$ cat src/rtl/gemm_stream_host.sv
// gemm_stream_host: host-side packer/collector for a fixed-latency N x N GEMM kernel.
// Packs an input element stream (A then B, row-major) into flattened operand words.
// Holds the operands while the kernel latency elapses, then captures the flattened result.
// Replays the result as an element stream with a last flag.
// Optional feature macro: GEMM_HOST_JOBCNT_EN adds a 16-bit completed-job counter port job_cnt.
module gemm_stream_host #(
  parameter int DW       = 32,
  parameter int N        = 2,
  parameter int PIPE_LAT = 6
) (
  input  logic              clk,
  input  logic              rst,
  input  logic              s_valid,
  output logic              s_ready,
  input  logic [DW-1:0]     s_data,
  output logic [N*N*DW-1:0] arg0,
  output logic [N*N*DW-1:0] arg1,
  input  logic [N*N*DW-1:0] kern_out,
  output logic              m_valid,
  input  logic              m_ready,
  output logic [DW-1:0]     m_data,
  output logic              m_last,
  output logic              busy
`ifdef GEMM_HOST_JOBCNT_EN
  ,
  output logic [15:0]       job_cnt
`endif
);

  localparam int NE    = N * N;
  localparam int IDXW  = ($clog2(2 * NE) > 0) ? $clog2(2 * NE) : 1;
  localparam int OIDXW = ($clog2(NE) > 0) ? $clog2(NE) : 1;
  localparam int WCW   = ($clog2(PIPE_LAT + 1) > 0) ? $clog2(PIPE_LAT + 1) : 1;

  localparam logic [IDXW-1:0]  IDX_LAST  = IDXW'(2 * NE - 1);
  localparam logic [IDXW-1:0]  IDX_BSTRT = IDXW'(NE);
  localparam logic [OIDXW-1:0] OIDX_LAST = OIDXW'(NE - 1);

  typedef enum logic [1:0] {
    ST_LOAD  = 2'd0,
    ST_WAIT  = 2'd1,
    ST_DRAIN = 2'd2
  } state_t;

  state_t              state_q;
  logic [IDXW-1:0]     idx_q;
  logic [OIDXW-1:0]    oidx_q;
  logic [WCW-1:0]      wcnt_q;
  logic [NE*DW-1:0]    arg0_q;
  logic [NE*DW-1:0]    arg1_q;
  logic [NE*DW-1:0]    res_q;

  // Main sequencer: load operands, wait out the kernel latency, then drain the captured result.
  always_ff @(posedge clk or negedge rst) begin
    if (!rst) begin
      state_q <= ST_LOAD;
      idx_q   <= '0;
      oidx_q  <= '0;
      wcnt_q  <= '0;
      arg0_q  <= '0;
      arg1_q  <= '0;
      res_q   <= '0;
    end else begin
      case (state_q)
        ST_LOAD: begin
          if (s_valid) begin
            if (idx_q < IDX_BSTRT) begin
              arg0_q[int'(idx_q)*DW +: DW] <= s_data;
            end else begin
              arg1_q[int'(idx_q - IDX_BSTRT)*DW +: DW] <= s_data;
            end
            if (idx_q == IDX_LAST) begin
              idx_q   <= '0;
              wcnt_q  <= WCW'(PIPE_LAT);
              state_q <= ST_WAIT;
            end else begin
              idx_q <= idx_q + 1'b1;
            end
          end
        end
        ST_WAIT: begin
          if (wcnt_q == '0) begin
            res_q   <= kern_out;
            state_q <= ST_DRAIN;
          end else begin
            wcnt_q <= wcnt_q - 1'b1;
          end
        end
        ST_DRAIN: begin
          if (m_ready) begin
            if (oidx_q == OIDX_LAST) begin
              oidx_q  <= '0;
              state_q <= ST_LOAD;
            end else begin
              oidx_q <= oidx_q + 1'b1;
            end
          end
        end
        default: state_q <= ST_LOAD;
      endcase
    end
  end

`ifdef GEMM_HOST_JOBCNT_EN
  logic [15:0] jobCnt_q;

  // Count completed jobs, one per final result transfer; wraps naturally at 16 bits.
  always_ff @(posedge clk or negedge rst) begin
    if (!rst) begin
      jobCnt_q <= '0;
    end else if ((state_q == ST_DRAIN) && m_ready && (oidx_q == OIDX_LAST)) begin
      jobCnt_q <= jobCnt_q + 16'd1;
    end
  end

  assign job_cnt = jobCnt_q;
`endif

  // Stream-side flags and result element are decoded from the registered state and indices.
  always_comb begin
    s_ready = (state_q == ST_LOAD);
    busy    = (state_q != ST_LOAD);
    m_valid = (state_q == ST_DRAIN);
    m_last  = (state_q == ST_DRAIN) && (oidx_q == OIDX_LAST);
    m_data  = '0;
    if (state_q == ST_DRAIN) begin
      m_data = res_q[int'(oidx_q)*DW +: DW];
    end
  end

  assign arg0 = arg0_q;
  assign arg1 = arg1_q;

endmodule

$ cat config.mk
export PLATFORM = sky130hd
export DESIGN_NAME = gemm_stream_host
export DESIGN_NICKNAME = d
export VERILOG_FILES = /design/src/rtl/gemm_stream_host.sv
export SDC_FILE = /design/constraint.sdc
export NUM_CORES = 1
export LEC_CHECK = 0
export BUFFER_PORTS_ARGS = -buffer_cell sky130_fd_sc_hd__buf_2
export CAP_MARGIN = 40
export CORE_MARGIN = 2
export CORE_UTILIZATION = 46
export DETAILED_ROUTE_END_ITERATION = 10
export HOLD_SLACK_MARGIN = 0.03
export PLACE_DENSITY = 0.76
export SYNTH_ARGS = -nofsm -noshare
export SYNTH_HDL_FRONTEND = slang
export SYNTH_SLANG_ARGS = --single-unit
$ cat constraint.sdc
create_clock -name clk -period 5.13 [get_ports clk]
set_clock_uncertainty 0.15 [all_clocks]
set_input_delay 0.513 -clock clk [delete_from_list [all_inputs] [get_ports clk]]
set_output_delay 0.513 -clock clk [all_outputs]
set_load 0.05 [all_outputs]
## Yosys cells after proc, flatten, opt, wreduce, memory -nomap -nowiden

Cells that the tools add are included.

- Multiplexer cells: 15
- Reduce and logical (&&, ||, !) cells: 12
- Bitwise logic cells: 1
- Shifts and indexed selects: 5
- Magnitude comparators: 1
- Equality and inequality tests: 10
- $add $sub $neg: 6

Operator list:

| kind | count |
|---|---|
| bitwise mux 128 bit | 2 |
| variable shift 32 x 33 -> 128 bit, first input constant | 2 |
| variable part select 32 x 33 -> 128 bit | 2 |
| variable part select 128 x 8 -> 32 bit | 1 |
| negator 8 -> 33 bit | 1 |
| negator 9 -> 33 bit | 1 |
| 2-to-1 mux 32 bit | 1 |
| 2-to-1 mux 2 bit | 6 |
| 2-to-1 mux 3 bit | 4 |
| != test 2 x 1 -> 1 bit, second input constant | 3 |
| != test 2 bit, second input constant | 3 |
| case mux 2 bit (3 select lines) | 1 |
| case mux 3 bit (2 select lines) | 1 |
| AND reduction 2 bit | 3 |
| AND reduction 3 bit | 2 |
| AND reduction 5 bit | 1 |
| equality test 2 bit, second input constant | 2 |
| AND reduction 4 bit | 1 |
| nonzero test 2 bit | 2 |
| subtractor 3 x 3 -> 4 bit, second input constant | 1 |
| adder 3 x 1 -> 3 bit, second input constant | 1 |
| equality test 3 bit, second input constant | 1 |
| logical NOT 3 bit | 1 |
| < comparator 3 bit, second input constant | 1 |
| other kinds (6) | 6 |

- Output and inout bits: 292
- Bits of input ports: 164
- Logic and storage cells: 57
- Bits in registers: 394

## Logic depth before layout (Yosys ltp)

Gate-level depths: netlist (run 1).

- Word-level depth: 4
- Depth in mapped cells: 10

## Worst setup path after synthesis (run 1)

No wires, ideal clock.

- Kind: reg2out
- From: reg state_q[1]
- To: out m_data[23]
- Setup slack: 2.558 ns
- Required time: 4.467 ns
- Data arrival time: 1.909 ns
- Stages on the path, launching flop included: 5
- Cell sequence: dfrtp_1 nor2b_1 clkbuf_1 clkbuf_1 and2_1

- Cells in the longest elaborated chain, start to end: 2

RTL lines:

| what | RTL line | text |
|---|---|---|
| start: declaration | 45 | `state_t state_q;` |
| start signal: assignment | 56 | `state_q <= ST_LOAD;` |
| start signal: assignment | 75 | `state_q <= ST_WAIT;` |
| start signal: assignment | 84 | `state_q <= ST_DRAIN;` |
| equality test 2 bit | - |  |
| net m_valid | 19 | `output logic m_valid,` |
| 2-to-1 mux 32 bit | 126 | `if (state_q == ST_DRAIN) begin` |
| end: declaration | 21 | `output logic [DW-1:0] m_data,` |

The timed path passes the listed nets, and every way through them passes these cells.

## Worst setup path in the final report (run 1)

- From: reg oidx_q[0]
- To: out m_data[8]

- Cells in the longest elaborated chain, start to end: 2

RTL lines:

| what | RTL line | text |
|---|---|---|
| start: declaration | 47 | `logic [OIDXW-1:0] oidx_q;` |
| start signal: assignment | 95 | `oidx_q <= oidx_q + 1'b1;` |
| variable part select 128 x 8 -> 32 bit | 127 | `m_data = res_q[int'(oidx_q)*DW +: DW];` |
| 2-to-1 mux 32 bit | 126 |  |

No other way between the ends.

==> results of run 1 <==
timing repair:
action                                 CTS  global route
hold buffers                           112             0
endpoints found under the hold margin  197             0
setup endpoints to repair                0             0
Yosys cell counts, drive strengths merged:
| library cell | instances | area [um^2] |
|---|---|---|
| or4 | 1 | 7.51 |
| nor4b | 1 | 15.0 |
| nand4 | 4 | 25.0 |
| buf | 41 | 243 |
| or3b | 1 | 11.3 |
| dfrtp | 394 | 9860 |
| mux2i | 34 | 340 |
| nand3b | 2 | 15.0 |
| and4bb | 1 | 12.5 |
| clkbuf | 34 | 128 |
| a21o | 1 | 7.51 |
| and2 | 33 | 206 |
| nor4bb | 1 | 10.0 |
| nor2b | 6 | 37.5 |
| nand2 | 35 | 131 |
| or3 | 1 | 6.26 |
| nor3b | 2 | 26.3 |
| mux4 | 32 | 721 |
| nor2 | 3 | 11.3 |
| nand4b | 1 | 8.76 |
| mux2 | 354 | 4060 |
| o21ai | 5 | 25.0 |
| nor4 | 2 | 27.5 |
| nand3 | 2 | 10.0 |
| nand2b | 3 | 18.8 |
| ha | 9 | 113 |
| or2 | 2 | 12.5 |
| a21oi | 1 | 5.00 |
| and3 | 96 | 601 |
| inv | 40 | 150 |
| nor3 | 1 | 5.00 |
| or4bb | 1 | 11.3 |
worst register-to-register path, cell delays in order, from the launching register on:
cell and delay [ps]:
dfrtp_1 390, buf_4 250, nor3_1 240, ha_1 310, nor3b_1 240, nand4_1 580
buf_4 500, mux2_1 360
per-layer routing:
layer	share of wire, %	GRT usage [%]
met5	0	0
met4	3.7	10.2
met3	7.8	6.99
met2	48	41.7
met1	40	30.9
how the worst min path moves through the flow:
stage / startpoint / to / cells past startpoint / slack (ps)
final: kern_out[17] / res_q[17] / 2 / 40
after global routing: kern_out[14] / res_q[14] / 2 / 30
after CTS: kern_out[16] / res_q[16] / 2 / 30
after detailed placement: arg0[72] / arg0[72] / 1 / 320
after global placement: wcnt_q[0] / wcnt_q[0] / 1 / 310
after floorplan: rst / arg0[0] / 0 / 70
registers in the layout, indices dropped and copies added (netlist names):
signal,flops
arg0,128
res_q,128
arg1,128
oidx_q,2
wcnt_q,3
state_q,2
idx_q,3
cells in the final DEF (no fill, tap or decap), drive strengths merged, types with 2 or more instances in the layout:
cell	instances
buf	477
nand2b	3
or2	2
nor2b	6
clkinvlp	2
clkbuf	60
nor2	3
nor4	2
nand4	4
ha	9
nand3b	2
o21ai	5
dlygate4sd3	112
inv	41
dfrtp	394
and3	96
nor3b	2
mux2i	34
mux4	32
clkinv	10
mux2	354
nand3	2
and2	33
nand2	35
through the flow:
step | setup slack, ps | hold slack, ps | area, um^2 | std cells
final | 1700 | 44.1 | 22200 | 2201
after global routing | 1530 | 33.2 | 22200 | 2201
after CTS | 1610 | 30.0 | 22200 | 2200
after detailed placement | 1990 | 321 | 19700 | 2014
after global placement | 1750 | 314 | 19600 | 2010
after floorplan | 2560 | 67.4 | 16900 | 1144
kinds of logic (layout without fill, tap and decap cells):
family,after synthesis,count (layout),synth area share (%)
fa+ha+maj,9,9,0.668
simple gates,199,199,7.18
buf+inv,115,703,3.09
compound gates,7,7,0.223
mux,420,420,30.4
flops,394,394,58.5
other cells,0,1,0
cell type report:
type                    count  area [um^2]  share of cell area, %
flip-flops and latches    394         9860                   44.5
multi-input cells         635         6520                   29.4
repair buffers            589         3670                   16.6
clock buffers              60         1270                   5.74
well taps                 468          586                   2.64
inverters                  40          150                  0.677
clock inverters            14          111                  0.502
diodes                      1         2.50                 0.0113
power by group:
part           leakage [nW]  total [W]  internal (W)  switching (W)
clock                 0.685    0.00303       0.00178        0.00125
sequential             5.00    0.00503       0.00430       0.000733
combinational          6.14    0.00658       0.00228        0.00431
==> results.yml, run 1 <==
setup_path:
  crit_end: "m_data[8]"
  cpMaxStageDelayCell: "dfrtp_2"
  crit_chain: "buf_4 -> mux4_2 -> and2_1 -> buf_2"
  crit_path_start_kind: "flip-flop"
  r2r-end: "arg1[71]"
  critical_path_required_ps: 4470
  worst-r2r-setup-slack_ps: 1980
  path_class: "flip-flop to output pin"
  path_buf_inv: 2
  cp_top_family: "flip-flops"
  cp_max_fo: 21
  arrival_ps: 2760
  r2r_start: "idx_q[0]"
  crit_path_max_incr_delay_ps: 810
  cp.depth: 4
  startpoint: "oidx_q[0]"
  critPathCaptureType: "output pin"
  r2r_cells: 7
placement:
  globalplace.congestion: 0.804
  place_hpwl_um: 31100
  port_buffers: 455
cts:
  h-tree-depth: 2
  cts.sinks: 394
  numCtsBuffers: 43
  cts_root_buffer: "clkbuf_16"
  insertion_delay_ps: 550
  post_cts_resized: 0
  cts_setup_buffers: 0
  clockBufferDepth: 3
  clkTransAtPathRegs_ps: 60
  cts_tree: "built"
timing:
  worst_slew_pin_slew_ps: 868
  fin_crit_ps: 3430
  rsz0062_at_grt: "false"
  max-slew-margin-rel_pct: 42.0
  fmax_mhz: 292
  setup_viol: 0
  fin_setup_tns_ps: 0
  hold_viol_final: 0
  fin_crit_sh_pct: 66.8
  slew_violations: 0
synthesis:
  ys_warn_count: 0
  ys_seq_elements: 394
  syn_nets: 1317
  ys_seq_area_share_pct: 58.5
  netlist_instances: 1144
  syn-mean-instance-area_um2: 14.7
  synth.distinct_cells: 37
  synthesis.area_um2: 16900
route:
  wire_per_inst_um: 21.8
  ant_nets: 0
  via_per_inst: 5.38
  vias: 11800
  drt_iter0_markers: 537
  routed_wl_um: 48100
  drc: 0
  dr.pass1.iters: 4
die:
  dieWidth_um: 195
  coreArea_um2: 36300
  ios: 456
  rows: 70
  die_h_um: 195
  dieArea_um2: 38200
  start_util_pct: 46.4
global_route:
  first_global_vias: 12600
  track_usage_pct: 25.0
  antenna_found_initial: 1
  gr-total-overflow: 0
  grt_max_degree: 130
  grt_pass1_wl_um: 73400
power_and_ir_drop:
  p_leak_nw: 11.8
  ir_drop_mv: 0.327
  p_per_area_nw_per_um2: 661
  p_total_w: 0.0146
final_layout:
  nFillCells: 2747
  final_util_pct: 61.0
  nets: 1876
  area_growth_pct: 31.5
  drive_gt1_share_pct: 52.4
run:
  drv_cap: 0
min_path:
  min_path_type: "primary input to flip-flop"
status:
  status: "complete, no violations"
(Power assumes the default switching activity.)
==> run 2: changes to the inputs <==
- PLACE_DENSITY: 0.76 -> 0.79
- clock period: 5.13 -> 2.95 ns (I/O delays scaled with it)
==> results.yml, run 2 (same netlist as run 1, synthesis figures left out) <==
die:
  dieWidth_um: 195
  coreArea_um2: 36300
  start_util_pct: 46.4
  dieArea_um2: 38200
  ios: 456
  die_h_um: 195
  rows: 70
placement:
  globalplace.congestion: 0.822
  placed_area_um2: 19800
  port_buffers: 455
  place_hpwl_um: 31800
  placed_cells: 2029
global_route:
  grt_pass1_wl_um: 77200
  first_global_vias: 13200
  track_usage_pct: 26.4
  gr-total-overflow: 0
  grt_max_degree: 80
  antenna_found_initial: 2
run:
  drv_cap: 0
setup_path:
  crit_path_start_kind: "flip-flop"
  crit_chain: "buf_4 -> mux4_2 -> and2_1 -> buf_2"
  cpMaxStageDelayCell: "dfrtp_4"
  startpoint: "oidx_q[0]"
  r2r_start: "idx_q[1]"
  cp_top_family: "flip-flops"
  cp_max_fo: 13
  arrival_ps: 2310
  crit_path_max_incr_delay_ps: 570
  path_buf_inv: 2
  path_class: "flip-flop to output pin"
  critical_path_required_ps: 2510
  critPathCaptureType: "output pin"
cts:
  cts_tree: "built"
  cts_setup_buffers: 0
  insertion_delay_ps: 560
  cts.sinks: 394
  h-tree-depth: 2
  clkTransAtPathRegs_ps: 60
  numCtsBuffers: 42
  clockBufferDepth: 3
  cts_root_buffer: "clkbuf_16"
final_layout:
  final_area_um2: 22900
  most-common-layout-cells: "buf_2 (454), dfrtp_1 (393), mux2_2 (297), dlygate4sd3_1 (163), and3_1 (96)"
  layout_commonest_cell: "buf_2"
  drive_gt1_share_pct: 51.3
  area_growth_pct: 35.6
  finalNonFillerCells: 2269
  nets: 1941
timing:
  max-slew-margin-rel_pct: 54.0
  slew_violations: 0
  setup_viol: 0
  fin_setup_tns_ps: 0
  worst_slew_pin_slew_ps: 690
  hold_viol_final: 0
  fin_crit_sh_pct: 93.4
  fin_crit_ps: 2760
  fmax_mhz: 363
  rsz0062_at_grt: "false"
min_path:
  min_path_type: "primary input to asynchronous set/reset pin"
power_and_ir_drop:
  p_switching_w: 0.0111
  seqPwrFrac_pct: 34.0
  p_per_area_nw_per_um2: 1130
  clkPwrFrac_pct: 20.8
  p_leak_nw: 12.1
  combinationalPowerShare_pct: 45.3
  ir_drop_mv: 0.756
  intPower_w: 0.0147
  switching_share_pct: 43.1
status:
  status: "complete, no violations"
route:
  drt_iter0_markers: 590
  vias: 12200
  wire_per_inst_um: 22.2
  via_per_inst: 5.37
  routed_wl_um: 50400
  drc: 0
  dr.pass1.iters: 4
  ant_nets: 0
[run 2: cell types whose count changed in the layout (fill, tap and decap cells not counted), moves of 2 or more]
cell / previous run / this run
clkbuf_8: 9 / 12
dlygate4sd3_1: 112 / 163
clkinv_2: 8 / 6
buf_4: 14 / 25
inv_6: 1 / 3
buf_12: 6 / 12
clkbuf_16: 45 / 43
[run 2: worst paths after layout]
| check | to | depth (start not counted) | slack (ps) |
|---|---|---|---|
| setup reg to reg | arg1[96] | 6 | 420 |
| min in group clk | arg0[82] | 1 | 330 |
| hold / removal | arg1[64] | 2 | 220 |
| setup / recovery | m_data[31] | 4 | 190 |
| hold reg to reg | arg0[82] | 1 | 330 |
| max in group asynchronous | res_q[69] | 3 | 1480 |
[run 2: layout make-up]
class                           count  area [um^2]
Fill cell                        2581        13500
Sequential cell                   394         9860
Multi-Input combinational cell    635         6510
Timing Repair Buffer              655         4350
Clock buffer                       62         1270
Tap cell                          468          586
Inverter                           40          150
Clock inverter                     14          140
Antenna cell                        1         2.50
[run 2: power by group through the flow]
stage	logic (W)	registers, W	clock network, W
floorplan	0.00475	0.0122	0
global placement	0.0111	0.00859	0
detailed placement	0.0114	0.00875	0
CTS	0.0116	0.00867	0.00545
global route	0.0123	0.00896	0.00567
finish	0.0117	0.00876	0.00536
[run 2: metrics by stage]
step	setup slack, ps	hold slack (ps)	total power (W)	util, %
floorplan	451	-151	0.0170	-
global placement	510	195	0.0197	54.5
detailed placement	470	207	0.0201	54.5
CTS	18.5	192	0.0257	62.9
global route	78.5	247	0.0269	62.9
finish	194	218	0.0258	62.9
[run 2: layer usage]
layer | wire, um | GRT usage [%] | part of all wire (%)
met1 | 19600 | 32.1 | 39
met2 | 24700 | 44.0 | 49
met3 | 3780 | 6.42 | 7.5
met4 | 2220 | 12.9 | 4.4
met5 | 13 | 0 | 0.026
[run 2: repair_timing]
item,CTS,global route
endpoints found under the hold margin,352,0
setup endpoints to repair,0,1
hold buffers,163,0
gates resized for setup,0,1
==> run 3: changes to the inputs <==
- CAP_MARGIN: 40 -> 5
- CTS_BUF_LIST: unset -> sky130_fd_sc_hd__clkbuf_2 sky130_fd_sc_hd__clkbuf_4 sky130_fd_sc_hd__clkbuf_8
==> results.yml, run 3 (same netlist as run 1, synthesis figures left out) <==
setup_path:
  worst-r2r-setup-slack_ps: 370
  path_buf_inv: 2
  arrival_ps: 2400
  critPathCaptureType: "output pin"
  critical_path_required_ps: 2510
  crit_path_start_kind: "flip-flop"
  path_class: "flip-flop to output pin"
  crit_path_max_incr_delay_ps: 590
  cp_top_family: "flip-flops"
  r2r-end: "arg1[7]"
  r2r_start: "idx_q[0]"
  cp_max_fo: 13
  cpMaxStageDelayCell: "dfrtp_4"
  crit_chain: "buf_4 -> mux4_2 -> and2_1 -> buf_2"
  r2r_cells: 6
placement:
  placed_cells: 2029
  port_buffers: 455
  globalplace.congestion: 0.822
  pre_cts_ws_ps: 470
  place_hpwl_um: 31800
final_layout:
  nets: 1966
  drive_gt1_share_pct: 52.8
  finalNonFillerCells: 2312
  layout_commonest_cell: "buf_2"
  most-common-layout-cells: "buf_2 (454), dfrtp_1 (393), mux2_2 (297), dlygate4sd3_1 (163), and3_1 (96)"
  area_growth_pct: 35.8
route:
  via_per_inst: 5.36
  routed_wl_um: 51100
  drc: 0
  wire_per_inst_um: 22.1
  dr.pass1.iters: 5
  ant_nets: 0
  vias: 12400
  drt_iter0_markers: 624
die:
  rows: 70
  dieWidth_um: 195
  dieArea_um2: 38200
  die_h_um: 195
  start_util_pct: 46.4
  ios: 456
  coreArea_um2: 36300
cts:
  cts_setup_buffers: 0
  cts.sinks: 394
  clkTransAtPathRegs_ps: 60
  numCtsBuffers: 67
  insertion_delay_ps: 620
  cts_root_buffer: "clkbuf_8"
  h-tree-depth: 3
  clockBufferDepth: 3
  cts_tree: "built"
timing:
  hold_viol_final: 0
  max-slew-margin-rel_pct: 54.7
  slew_violations: 0
  fmax_mhz: 352
  fin_setup_tns_ps: 0
  layout_setup_ws_ps: 109
  worst_slew_pin_slew_ps: 677
  fin_crit_ps: 2840
  setup_viol: 0
  rsz0062_at_grt: "false"
  fin_crit_sh_pct: 96.3
status:
  status: "complete, no violations"
global_route:
  grt_pass1_wl_um: 78100
  track_usage_pct: 26.6
  first_global_vias: 13500
  grt_max_degree: 80
  antenna_found_initial: 1
  gr-total-overflow: 0
power_and_ir_drop:
  ir_drop_mv: 0.651
  p_per_area_nw_per_um2: 1120
  p_leak_nw: 12.2
min_path:
  min_path_type: "primary input to asynchronous set/reset pin"
run:
  drv_cap: 0
==> run 3: cell types whose count changed in the layout (fill, tap and decap cells not counted), sizes merged <==
| cell | previous run | this run |
|---|---|---|
| clkinvlp | 2 | 3 |
| inv | 43 | 42 |
| clkbuf | 62 | 108 |
| clkinv | 7 | 3 |
| diode | 1 | 2 |
==> run 3: through the flow <==
stage / total power (W) / utilization [%] / instance area, um^2 / hold slack, ps
finish: 0.0258 / 63.0 / 22900 / 161
global route: 0.0268 / 63.0 / 22900 / 191
CTS: 0.0256 / 63.0 / 22900 / 131
detailed placement: 0.0201 / 54.5 / 19800 / 207
global placement: 0.0197 / 54.5 / 19800 / 195
floorplan: 0.0170 / - / 16900 / -151
==> run 3: repair_timing <==
action	CTS	global route
gates resized for setup	1	0
endpoints found under the hold margin	467	0
hold buffers	163	0
setup endpoints to repair	8	0
==> run 3: worst max-delay path by stage <==
stage / startpoint / to / slack, ps / cells after the start
after detailed placement: idx_q[1] / arg1[54] / 470 / 6
final: oidx_q[0] / m_data[24] / 110 / 4
after global placement: idx_q[0] / arg1[40] / 510 / 6
after global routing: oidx_q[0] / m_data[30] / 7 / 4
after CTS: oidx_q[0] / m_data[24] / 40 / 4
after floorplan: idx_q[0] / arg1[100] / 450 / 10
==> run 3: metal layers <==
| layer | vias up | global-route usage, % | routed length, um | part of all wire [%] |
|---|---|---|---|---|
| li1 | 5365 | - | - | - |
| met4 | 2 | 11.7 | 1950 | 3.8 |
| met5 | - | 0 | 13 | 0.025 |
| met1 | 6308 | 31.9 | 19900 | 39 |
| met2 | 570 | 44.8 | 25200 | 49 |
| met3 | 136 | 7.86 | 3990 | 7.8 |
==> run 3: cell type report <==
cell class	instances	area, um^2
Inverter	40	150
Clock inverter	10	115
Clock buffer	108	1330
Fill cell	2588	13400
Tap cell	468	586
Multi-Input combinational cell	635	6510
Antenna cell	2	5.00
Timing Repair Buffer	655	4350
Sequential cell	394	9860
==> run 3: report_power, final <==
| part | leakage, nW | internal [W] | switching (W) | total (W) |
|---|---|---|---|---|
| Sequential | 5.00 | 0.00748 | 0.00131 | 0.00879 |
| Clock | 0.761 | 0.00303 | 0.00224 | 0.00527 |
| Combinational | 6.44 | 0.00404 | 0.00766 | 0.0117 |
| Total | 12.2 | 0.0146 | 0.0112 | 0.0258 |
==> run 3: worst reg2reg max path, stage by stage (launching register included) <==
cell and delay [ps]:
dfrtp_1 390, inv_1 160, ha_2 340, nor4b_2 500, nand4_1 310, buf_12 270
mux2_2 330
